<file path="src/rtl/sipo_block_assembler_if.sv">
// Byte-in / block-out bus of the SIPO block assembler.
// The slave modport is the assembler side; the master modport is the feeder/consumer side.
interface sipo_block_assembler_if #(
   parameter int unsigned BYTES = 16
);
   localparam int unsigned Width      = 8 * BYTES;
   localparam int unsigned CountWidth = $clog2(BYTES) + 1;

   logic [7:0]            byte_in;
   logic                  byte_valid;
   logic [Width-1:0]      block_out;
   logic                  block_valid;
   logic                  block_ready;
   logic [CountWidth-1:0] byte_count;
   logic                  overflow;
   logic                  clear_overflow;
   logic                  timeout;

   modport master (
      output byte_in, byte_valid, block_ready, clear_overflow,
      input  block_out, block_valid, byte_count, overflow, timeout
   );

   modport slave (
      input  byte_in, byte_valid, block_ready, clear_overflow,
      output block_out, block_valid, byte_count, overflow, timeout
   );
endinterface

</file>
<file path="src/rtl/sipo_block_assembler.sv">
// Collects a byte stream into one 8*BYTES-bit block, first byte in the MSBs, and holds the
// finished block under a valid/ready handshake. Bytes arriving while a block is pending are
// dropped and flagged in a sticky overflow bit.
// Optional: define SIPO_ASM_TIMEOUT_EN to discard a partial block after TIMEOUT_CYCLES idle
// cycles (timeout pulses for one cycle). Without it, timeout is tied low.
// BYTES must be at least 2.
module sipo_block_assembler #(
   parameter int unsigned BYTES          = 16,
   parameter int unsigned TIMEOUT_CYCLES = 1000000
) (
   input logic                   clk,
   input logic                   reset,
   sipo_block_assembler_if.slave bus
);
   localparam int unsigned Width      = 8 * BYTES;
   localparam int unsigned CountWidth = $clog2(BYTES) + 1;

   typedef enum logic [0:0] {StCollect, StFull} state_e;

   state_e                state_q, state_d;
   logic [Width-1:0]      shift_q, shift_d;
   logic [Width-1:0]      block_q, block_d;
   logic                  valid_q, valid_d;
   logic [CountWidth-1:0] count_q, count_d;
   logic                  ovf_q, ovf_d;
   logic                  timeout_q, timeout_d;

   logic                  accept;
   logic [CountWidth-1:0] base_count;
   logic [Width-1:0]      shifted;
   logic                  expire;

   assign shifted = {shift_q[Width-9:0], bus.byte_in};

`ifdef SIPO_ASM_TIMEOUT_EN
   localparam int unsigned IdleWidth = $clog2(TIMEOUT_CYCLES) + 1;

   logic [IdleWidth-1:0] idle_q, idle_d;

   // Idle counter: runs only while a partial block waits with no byte arriving.
   always_comb begin
      idle_d = '0;
      expire = 1'b0;
      if (state_q == StCollect && !bus.byte_valid && count_q != '0) begin
         if (idle_q == IdleWidth'(TIMEOUT_CYCLES - 1)) begin
            expire = 1'b1;
         end else begin
            idle_d = idle_q + 1'b1;
         end
      end
   end

   // Idle counter register.
   always_ff @(posedge clk or posedge reset) begin
      if (reset) begin
         idle_q <= '0;
      end else begin
         idle_q <= idle_d;
      end
   end
`else
   logic unused_timeout_cfg;

   assign expire             = 1'b0;
   assign unused_timeout_cfg = ^TIMEOUT_CYCLES;
`endif

   // Next-state logic: byte acceptance, block completion, handshake and overflow.
   always_comb begin
      state_d    = state_q;
      shift_d    = shift_q;
      block_d    = block_q;
      valid_d    = valid_q;
      count_d    = count_q;
      ovf_d      = ovf_q & ~bus.clear_overflow;
      timeout_d  = 1'b0;
      accept     = 1'b0;
      base_count = count_q;

      unique case (state_q)
         StCollect: accept = bus.byte_valid;
         StFull: begin
            if (bus.block_ready) begin
               // Handshake; a byte in the same cycle starts the next block.
               valid_d    = 1'b0;
               count_d    = '0;
               state_d    = StCollect;
               base_count = '0;
               accept     = bus.byte_valid;
            end else if (bus.byte_valid) begin
               // A new drop wins over a simultaneous clear.
               ovf_d = 1'b1;
            end
         end
         default: state_d = StCollect;
      endcase

      if (accept) begin
         shift_d = shifted;
         if (base_count == CountWidth'(BYTES - 1)) begin
            block_d = shifted;
            valid_d = 1'b1;
            count_d = CountWidth'(BYTES);
            state_d = StFull;
         end else begin
            count_d = base_count + 1'b1;
         end
      end

      if (expire) begin
         shift_d   = '0;
         count_d   = '0;
         timeout_d = 1'b1;
      end
   end

   // State registers.
   always_ff @(posedge clk or posedge reset) begin
      if (reset) begin
         state_q   <= StCollect;
         shift_q   <= '0;
         block_q   <= '0;
         valid_q   <= 1'b0;
         count_q   <= '0;
         ovf_q     <= 1'b0;
         timeout_q <= 1'b0;
      end else begin
         state_q   <= state_d;
         shift_q   <= shift_d;
         block_q   <= block_d;
         valid_q   <= valid_d;
         count_q   <= count_d;
         ovf_q     <= ovf_d;
         timeout_q <= timeout_d;
      end
   end

   assign bus.block_out   = block_q;
   assign bus.block_valid = valid_q;
   assign bus.byte_count  = count_q;
   assign bus.overflow    = ovf_q;
   assign bus.timeout     = timeout_q;
endmodule
</file>
<file path="src/flat_wrapper.sv">
// flat-port wrapper written by rule: the top's interface ports become plain ports
module sipo_block_assembler_flat 
#(
   parameter int unsigned BYTES          = 16,
   parameter int unsigned TIMEOUT_CYCLES = 1000000
)
  (clk, reset, bus_byte_in, bus_byte_valid, bus_block_ready, bus_clear_overflow, bus_block_out, bus_block_valid, bus_byte_count, bus_overflow, bus_timeout);
  sipo_block_assembler_if #(.BYTES(BYTES)) bus_i ();
  input logic clk;
  input logic reset;
  input wire logic [$bits(bus_i.byte_in)-1:0] bus_byte_in;
  input wire logic [$bits(bus_i.byte_valid)-1:0] bus_byte_valid;
  input wire logic [$bits(bus_i.block_ready)-1:0] bus_block_ready;
  input wire logic [$bits(bus_i.clear_overflow)-1:0] bus_clear_overflow;
  output wire logic [$bits(bus_i.block_out)-1:0] bus_block_out;
  output wire logic [$bits(bus_i.block_valid)-1:0] bus_block_valid;
  output wire logic [$bits(bus_i.byte_count)-1:0] bus_byte_count;
  output wire logic [$bits(bus_i.overflow)-1:0] bus_overflow;
  output wire logic [$bits(bus_i.timeout)-1:0] bus_timeout;
  assign bus_i.byte_in = bus_byte_in;
  assign bus_i.byte_valid = bus_byte_valid;
  assign bus_i.block_ready = bus_block_ready;
  assign bus_i.clear_overflow = bus_clear_overflow;
  assign bus_block_out = bus_i.block_out;
  assign bus_block_valid = bus_i.block_valid;
  assign bus_byte_count = bus_i.byte_count;
  assign bus_overflow = bus_i.overflow;
  assign bus_timeout = bus_i.timeout;
  sipo_block_assembler #(.BYTES(BYTES), .TIMEOUT_CYCLES(TIMEOUT_CYCLES)) u_core (.clk(clk), .reset(reset), .bus(bus_i));
endmodule
</file>
<file path="config.mk">
export PLATFORM = sky130hd
export DESIGN_NAME = sipo_block_assembler_flat
export DESIGN_NICKNAME = d
export VERILOG_FILES = /design/src/rtl/sipo_block_assembler_if.sv /design/src/rtl/sipo_block_assembler.sv /design/src/flat_wrapper.sv
export SDC_FILE = /design/constraint.sdc
export NUM_CORES = 1
export LEC_CHECK = 0
export BUFFER_PORTS_ARGS = -buffer_cell sky130_fd_sc_hd__buf_2
export CAP_MARGIN = 5
export CORE_UTILIZATION = 35
export CTS_CLUSTER_SIZE = 28
export DETAILED_ROUTE_END_ITERATION = 6
export PLACE_DENSITY = 0.61
export SKIP_LAST_GASP = 1
export SLEW_MARGIN = 20
export SYNTH_ARGS = -nofsm -noshare
export SYNTH_HDL_FRONTEND = slang
export SYNTH_SLANG_ARGS = --single-unit
</file>
<file path="constraint.sdc">
create_clock -name clk -period 9.9 [get_ports clk]
set_clock_uncertainty 0.15 [all_clocks]
set_input_delay 0.99 -clock clk [delete_from_list [all_inputs] [get_ports clk]]
set_output_delay 0.99 -clock clk [all_outputs]
set_load 0.01 [all_outputs]
</file>
# After elaboration in Yosys (flattened, before gate mapping)
# Cells that the tools add are included.
dict set report word_totals {
  ff_bits 256
  output_inout_bits 136
  elab_cells 29
}
dict set report classes {
  addsub 1
  n_eq_ne 1
  mux 17
  n_bitwise 3
  reduce_logical 1
}
# operator count
set op_table {}
lappend op_table {{two-way mux 5 bit} 4}
lappend op_table {{two-way mux 1 bit} 12}
lappend op_table {{adder 5 x 1 -> 5 bit (second input constant)} 1}
lappend op_table {{== test 5 x 4 -> 1 bit (second input constant)} 1}
lappend op_table {{inverter 1 bit} 2}
lappend op_table {{one-hot mux 1 bit (2 select lines)} 1}
lappend op_table {{AND reduction 2 bit} 1}
lappend op_table {{AND 1 bit} 1}

# Longest topological paths before layout
# Gate-level depths: netlist of the first run.
dict set report depth {
  depth_word 5
  mapped_depth 9
  ltp_nobuf 8
}

# Worst setup path after synthesis of the first run
# Ideal clock, no wire load.
dict set report synth_timing {
  path_type {input-to-reg}
  startpoint {input bus_block_ready}
  endpoint {register u_core.block_q[100] (netlist: u_core.bus.block_out[100])}
  setup_ns 0.125
  arrival_ns 2.602
  slack_ns 7.023
  stages 9
  n_path_buf 2
  cell_sequence {nand2_1 > and2_1 > ha_1 > and4_1 > ha_1 > nand3_4 > buf_12 > buf_12 > mux2_4}
}
dict set report synth_between {
  elab_chain_cells 4
  elab_cells_between_ends 6
  cone_classes {eq/ne (1); mux (4); reduce/logical (1)}
}
# item line
set synth_rtl {}
lappend synth_rtl {{start, declared} flat_wrapper.sv:13} ;# input wire logic [$bits(bus_i.block_ready)-1:0] bus_block_ready;
lappend synth_rtl {{two-way mux 5 bit} sipo_block_assembler.sv:83} ;# if (bus.block_ready) begin
lappend synth_rtl {{two-way mux 5 bit} --}
lappend synth_rtl {{== test 5 x 4 -> 1 bit} sipo_block_assembler.sv:100} ;# if (base_count == CountWidth'(BYTES - 1)) begin
lappend synth_rtl {{AND reduction 2 bit (no source line) *} --}
lappend synth_rtl {{end signal, assigned} sipo_block_assembler.sv:130} ;# block_q <= block_d;
lappend synth_rtl {{end, declared} sipo_block_assembler.sv:22} ;# logic [Width-1:0] block_q, block_d;
# Mark *: on every way between the ends. The rest lies on a longest branch, timed or not.
# A chain may end at the register's enable or synchronous reset.

# Worst setup path in the final report of the first run
dict set report layout_timing {
  startpoint {input bus_block_ready}
  endpoint {register u_core.block_q[63] (netlist: u_core.bus.block_out[63])}
}
# Same word-level chain as after synthesis.

==> results of run 1 <==
cell type report:
cell class | instances | area, sq um
tap | 390 | 488
sequential | 256 | 6410
multi-input combinational | 285 | 3780
fill | 2710 | 17300
clock buffer | 44 | 892
timing repair buffer | 152 | 773
inverter | 2 | 15.0
clock inverter | 7 | 93.8
worst max path at each step:
stage | start | endpoint | slack (ns)
final | bus_block_ready | u_core.bus.block_out[63]$_DFFE_PP0P_ | 6.28
after CTS | u_core.state_q$_DFF_PP0_ | u_core.bus.block_out[83]$_DFFE_PP0P_ | 6.29
after detailed placement | bus_block_ready | u_core.bus.block_out[60]$_DFFE_PP0P_ | 5.73
after global routing | u_core.state_q$_DFF_PP0_ | u_core.bus.block_out[43]$_DFFE_PP0P_ | 6.05
after global placement | bus_block_ready | u_core.bus.block_out[68]$_DFFE_PP0P_ | 5.83
after floorplan | reset | u_core.bus.block_out[0]$_DFFE_PP0P_ | 1.72
stage by stage:
step,setup slack [ns],std cells,utilization (%),area [sq um],hold slack (ns)
final,6.28,1136,41.9,12500,0.349
after global routing,6.05,1136,41.9,12500,0.360
after CTS,6.29,1136,41.9,12500,0.354
after detailed placement,5.73,1085,38.6,11500,0.336
after global placement,5.83,1085,38.6,11500,0.336
after floorplan,1.72,572,-,10600,0.327
cell usage after synthesis:
library cell | instances | area share (%)
a21oi_1 | 3 | 0.14
a31oi_1 | 1 | 0.059
and2_1 | 2 | 0.12
and2b_1 | 1 | 0.071
and3b_1 | 1 | 0.082
and4_1 | 1 | 0.082
buf_12 | 11 | 2.1
buf_4 | 7 | 0.49
buf_6 | 1 | 0.11
buf_8 | 10 | 1.4
conb_1 | 1 | 0.035
dfrtp_1 | 256 | 60
ha_1 | 3 | 0.35
inv_1 | 2 | 0.071
mux2_2 | 61 | 6.5
mux2_4 | 189 | 27
mux2i_1 | 1 | 0.094
nand2_1 | 5 | 0.18
nand2_4 | 1 | 0.11
nand2b_1 | 1 | 0.059
nand2b_4 | 1 | 0.13
nand3_1 | 1 | 0.047
nand3_4 | 1 | 0.16
nand4_1 | 1 | 0.059
nor2_1 | 1 | 0.035
nor2b_1 | 1 | 0.059
nor3_1 | 1 | 0.047
nor3b_1 | 1 | 0.071
o21ai_0 | 3 | 0.14
o221ai_1 | 1 | 0.082
o22ai_1 | 1 | 0.059
or3b_2 | 1 | 0.082
power breakdown:
part / switching, W / internal [W]
Clock: 0.000419 / 0.000668
Combinational: 0.000398 / 0.000720
Sequential: 0.000338 / 0.00149
critical path, stage by stage:
cell	delay, ns
buf_2	0.12
nand2_1	0.13
and2_1	0.22
ha_1	0.22
and4_1	0.22
ha_1	0.27
nand3_4	0.43
buf_4	0.85
mux2_4	0.35
kinds of logic after synthesis:
group	after synthesis	share of synthesized area, %
simple gates	21	1.39
fa+ha+maj	3	0.353
flops	256	60.3
compound gates	9	0.483
buf+inv	31	4.16
mux	251	33.3
other cells	1	0.0353
metal layers:
metal	up-vias	share of wire, %	GRT usage [%]
met1	2563	50	19.4
met4	0	1.5	3.26
li1	2335	-	-
met2	135	41	17.7
met3	27	7.3	3.88
met5	-	0	0
sequential cells by signal (all words and copies together) (netlist names):
| name | cells |
|---|---|
| u_core.bus.block_out | 128 |
| u_core.bus.block_valid | 1 |
| u_core.bus.overflow | 1 |
| u_core.bus.byte_count | 5 |
| u_core.state_q | 1 |
| u_core.shift_q | 120 |
==> run_results.csv, run 1 <==
group,metric,value,unit
detailed_routing,drt_first_pass_iters,4,
timing,rsz0062_at_grt,"false",
cts,cts_resized,0,
power,p_leak,6.52,nW
cts,cts_setup_buffers,0,
global_route,grtUsageTotal,12.9,%
layout,syn_to_final_growth,17.2,%
timing,slew_violations,0,
layout,antennaDiodeCount,0,
worst_setup_path,crit_path_end_kind,"flop",
place,dp_hpwl,11900,um
layout,final_common_cell,"dfrtp_1",
worst_setup_path,r2r_start,"u_core.state_q$_DFF_PP0_",
synth,syn_area,10600,sq um
detailed_routing,first_iter_violations,180,
synth,synth_seq_cells,256,
place,buffer_ports.inserted,147,
floorplanning,io_pins,149,
floorplanning,die_x,176,um
timing,fmaxAchievable,277,MHz
worst_hold_path,hp-class,"flop to flop",
cts,htreeDepth,1,
place,gp_congestion,0.705,
floorplanning,die_h,176,um
worst_setup_path,cp_max_fo,52,
detailed_routing,drt_drc_violations_left,0,
global_route,grt_pass1_vias,5312,
floorplanning,initial_core_util,35.7,%
detailed_routing,postRouteAntennaNets,0,
worst_setup_path,r2r_slack,6.31,ns
synth,synth_nets,588,
worst_setup_path,cp.arrival,3.88,ns
cts,ctsHoldBuffers,0,
worst_hold_path,worstHoldStart,"u_core.bus.block_out[123]$_DFFE_PP0P_",
layout,drive_gt1_share,60.9,%
worst_setup_path,start_kind,"input port",
cts,clk_path_buf_depth,3,
worst_setup_path,required,10.16,ns
global_route,antenna_found_initial,0,
timing,fin_tns_setup,0,ns
cts,cts.sinks,256,
worst_setup_path,path_class,"input port to flop",
floorplanning,fp-row-count,63,
timing,setup_viol,0,
timing,fin_crit_sh,36.5,%
timing,fin_crit,3.62,ns
outcome,status,"completed",
floorplanning,die-area,31100,sq um
synth,yosys.cell_types.count,32,
global_route,grt_max_degree,122,
cts,cts_made_buffers,28,
detailed_routing,routedWlPerCell,17.2,um
timing,hold_viol,0,
run,maxCapViolCount,0,
detailed_routing,wl,19500,um
worst_hold_path,min_path_cells,1,
timing,tightest_slew,0.984,ns
synth,synth_seq_area_share,60.3,%
worst_setup_path,reg2regPathDepth,8,
cts,cts.clk_slew.worst_paths,0.06,ns
cts,cts_root_buffer,"clkbuf_16",
detailed_routing,vias,5060,
layout,nets,741,
power,power,0.00403,W
cts,clock_latency,0.53,ns
layout,layout_common_cells,"256 x dfrtp_1, 189 x mux2_4, 147 x buf_2",
power,p_per_area,324,nW/um^2
synth,syn_avg_cell_area,18.6,sq um
power,peakVddDrop,0.129,mV
cts,cts_tree,"built",
worst_setup_path,reg2reg_to,"u_core.bus.block_out[63]$_DFFE_PP0P_",
timing,slew_headroom,34.4,%
global_route,overflow,0,
synth,yosysWarnings,0,
synth,netlist_instances,572,
worst_hold_path,hold-path-endpoint,"u_core.bus.block_out[123]$_DFFE_PP0P_",
detailed_routing,vias_per_cell,4.45,
global_route,grt_pass1_wl,31600,um
floorplanning,core_area,29700,sq um
No activity file was read; power rests on OpenSTA's default activity.
==> run 2: changes to the inputs <==
==> constraint.sdc (replaced) <==
create_clock -name clk -period 3.4 [get_ports clk]
set_clock_uncertainty 0.15 [all_clocks]
set_input_delay 0.34 -clock clk [delete_from_list [all_inputs] [get_ports clk]]
set_output_delay 0.34 -clock clk [all_outputs]
set_load 0.01 [all_outputs]
==> run 2 against run 1 <==
Global-route usage barely moved. Sequential share of layout area fell by 1.1 points. Non-clock buffer count rose by 25. Final cell count rose by 2.1%. Clock power rose to 2.8 times the previous value. Utilization rose by 0.91 points. Combinational power rose to 2.9 times the previous value. Die area did not move. Flip-flop and latch count did not move. Register-to-register slack got worse by 5.7 ns. Via count rose by 2.6%. Final area rose by 2.2%.
==> run_results.csv, run 2 (same netlist as run 1, synthesis figures left out) <==
group,metric,value,unit
timing,fmaxAchievable,364,MHz
global_route,grt_pass1_wl,31900,um
floorplanning,initial_core_util,35.7,%
timing,setup_viol,0,
worst_setup_path,r2r_slack,0.65,ns
floorplanning,die-area,31100,sq um
timing,slew_headroom,64.2,%
layout,nets,767,
floorplanning,die_x,176,um
worst_setup_path,required,3.66,ns
global_route,grtUsageTotal,12.9,%
worst_setup_path,crit_path_end_kind,"flop",
place,dp_hpwl,12400,um
layout,largest_register_ffs,128,
place,buffer_ports.inserted,147,
global_route,overflow,0,
outcome,status,"completed",
detailed_routing,postRouteAntennaNets,0,
floorplanning,fp-row-count,63,
worst_hold_path,min_path_cells,3,
power,power,0.0116,W
cts,htreeDepth,1,
cts,cts.sinks,256,
timing,tightest_slew,0.537,ns
worst_setup_path,cp.arrival,3.01,ns
worst_setup_path,path_class,"flop to flop",
worst_setup_path,start_kind,"flop",
floorplanning,die_h,176,um
detailed_routing,drt_first_pass_iters,4,
layout,syn_to_final_growth,19.8,%
cts,cts_tree,"built",
global_route,grt_max_degree,54,
detailed_routing,vias,5193,
worst_setup_path,cp_max_fo,53,
timing,fin_crit_sh,80.9,%
detailed_routing,wl,19500,um
detailed_routing,first_iter_violations,202,
power,peakVddDrop,0.415,mV
place,dpl_cell_area,11700,sq um
place,post-place-ws,0.664,ns
timing,fin_tns_setup,0,ns
layout,antennaDiodeCount,0,
timing,hold_viol,0,
floorplanning,io_pins,149,
timing,fin_crit,2.75,ns
worst_hold_path,hold-path-endpoint,"u_core.bus.overflow$_DFF_PP0_",
cts,cts_resized,0,
layout,layout_common_cells,"256 x dfrtp_1, 189 x mux2_4, 147 x buf_2",
detailed_routing,drt_drc_violations_left,0,
timing,rsz0062_at_grt,"false",
cts,cts.clk_slew.worst_paths,0.06,ns
worst_setup_path,reg2regPathDepth,8,
run,maxCapViolCount,0,
layout,post-route-cell-area,12700,sq um
global_route,met1_usage,18.9,%
layout,fill_cells,2663,
cts,clock_latency,0.53,ns
layout,final_common_cell,"dfrtp_1",
layout,drive_gt1_share,60.0,%
worst_setup_path,reg2reg_to,"u_core.bus.block_out[87]$_DFFE_PP0P_",
cts,cts_setup_buffers,0,
place,gp_congestion,0.737,
cts,cts_root_buffer,"clkbuf_16",
power,p_per_area,915,nW/um^2
timing,setup_ws,0.651,ns
cts,clk_path_buf_depth,3,
global_route,gr-usage-met2,18.5,%
global_route,grt-busiest-layer,"met1",
detailed_routing,vias_per_cell,4.48,
worst_setup_path,r2r_start,"u_core.state_q$_DFF_PP0_",
cts,ctsHoldBuffers,11,
floorplanning,core_area,29700,sq um
cts,cts_made_buffers,29,
power,p_leak,6.64,nW
global_route,grtUsageMet3,3.90,%
global_route,grt_pass1_vias,5586,
global_route,antenna_found_initial,0,
detailed_routing,routedWlPerCell,16.8,um
worst_hold_path,hp-class,"input port to flop",
timing,slew_violations,0,
worst_hold_path,worstHoldStart,"bus_byte_valid",
==> run 2: cell count changes in the layout (fill, tap and decap cells not counted) <==
cell           previous run  this run
dlygate4sd3_1             0        11
buf_12                    0         9
buf_4                     5        10
clkbuf_1                  4         9
clkbuf_8                 11         6
clkinv_2                  2         1
inv_6                     1         2
inv_8                     1         0
==> run 2: worst max path at each step <==
stage	slack (ns)	end	from
floorplan	-0.46	u_core.bus.block_out[0]$_DFFE_PP0P_	reset
global placement	0.73	u_core.bus.block_out[121]$_DFFE_PP0P_	u_core.state_q$_DFF_PP0_
detailed placement	0.66	u_core.bus.block_out[121]$_DFFE_PP0P_	u_core.state_q$_DFF_PP0_
CTS	0.64	u_core.bus.block_out[121]$_DFFE_PP0P_	u_core.state_q$_DFF_PP0_
global route	0.51	u_core.bus.block_out[121]$_DFFE_PP0P_	u_core.state_q$_DFF_PP0_
finish	0.65	u_core.bus.block_out[87]$_DFFE_PP0P_	u_core.state_q$_DFF_PP0_
==> run 2: final cells by class <==
type                       count  area (sq um)  area share [%]
clock buffer                  44           842            6.62
sequential                   256          6410            50.4
tap                          390           488            3.84
inverter                       2          11.3          0.0885
multi-input combinational    285          3780            29.7
timing repair buffer         177          1100            8.65
clock inverter                 6          90.1           0.708
==> run 2: routing by layer <==
metal | wire (um) | up-vias | share of wire (%)
li1 | - | 2376 | -
met1 | 9480 | 2638 | 49
met2 | 8250 | 151 | 42
met3 | 1460 | 28 | 7.5
met4 | 299 | 0 | 1.5
met5 | 0 | - | 0
==> run 2: worst max-delay path, cell delays in order, from the launching register on <==
cell     delay, ns
dfrtp_1       0.49
nand2_1       0.19
and2_1        0.22
ha_1          0.22
and4_1        0.21
ha_1          0.27
nand3_4       0.13
buf_12        0.33
mux2_4        0.34
==> run 2: through the flow <==
step / hold WS (ns) / util, % / instances
2_1_floorplan: 0.286 / - / 572
3_3_place_gp: 0.334 / 39.2 / 1098
3_5_place_dp: 0.337 / 39.2 / 1098
4_1_cts: 0.0259 / 42.7 / 1159
5_1_grt: 0.0379 / 42.8 / 1160
6_report: 0.0566 / 42.8 / 1160
==> run 2: report_power, final <==
part | internal (W) | switching [W] | total (W) | leakage (nW)
sequential | 0.00435 | 0.000994 | 0.00535 | 3.20
clock | 0.00184 | 0.00117 | 0.00301 | 0.453
combinational | 0.00212 | 0.00116 | 0.00329 | 2.98
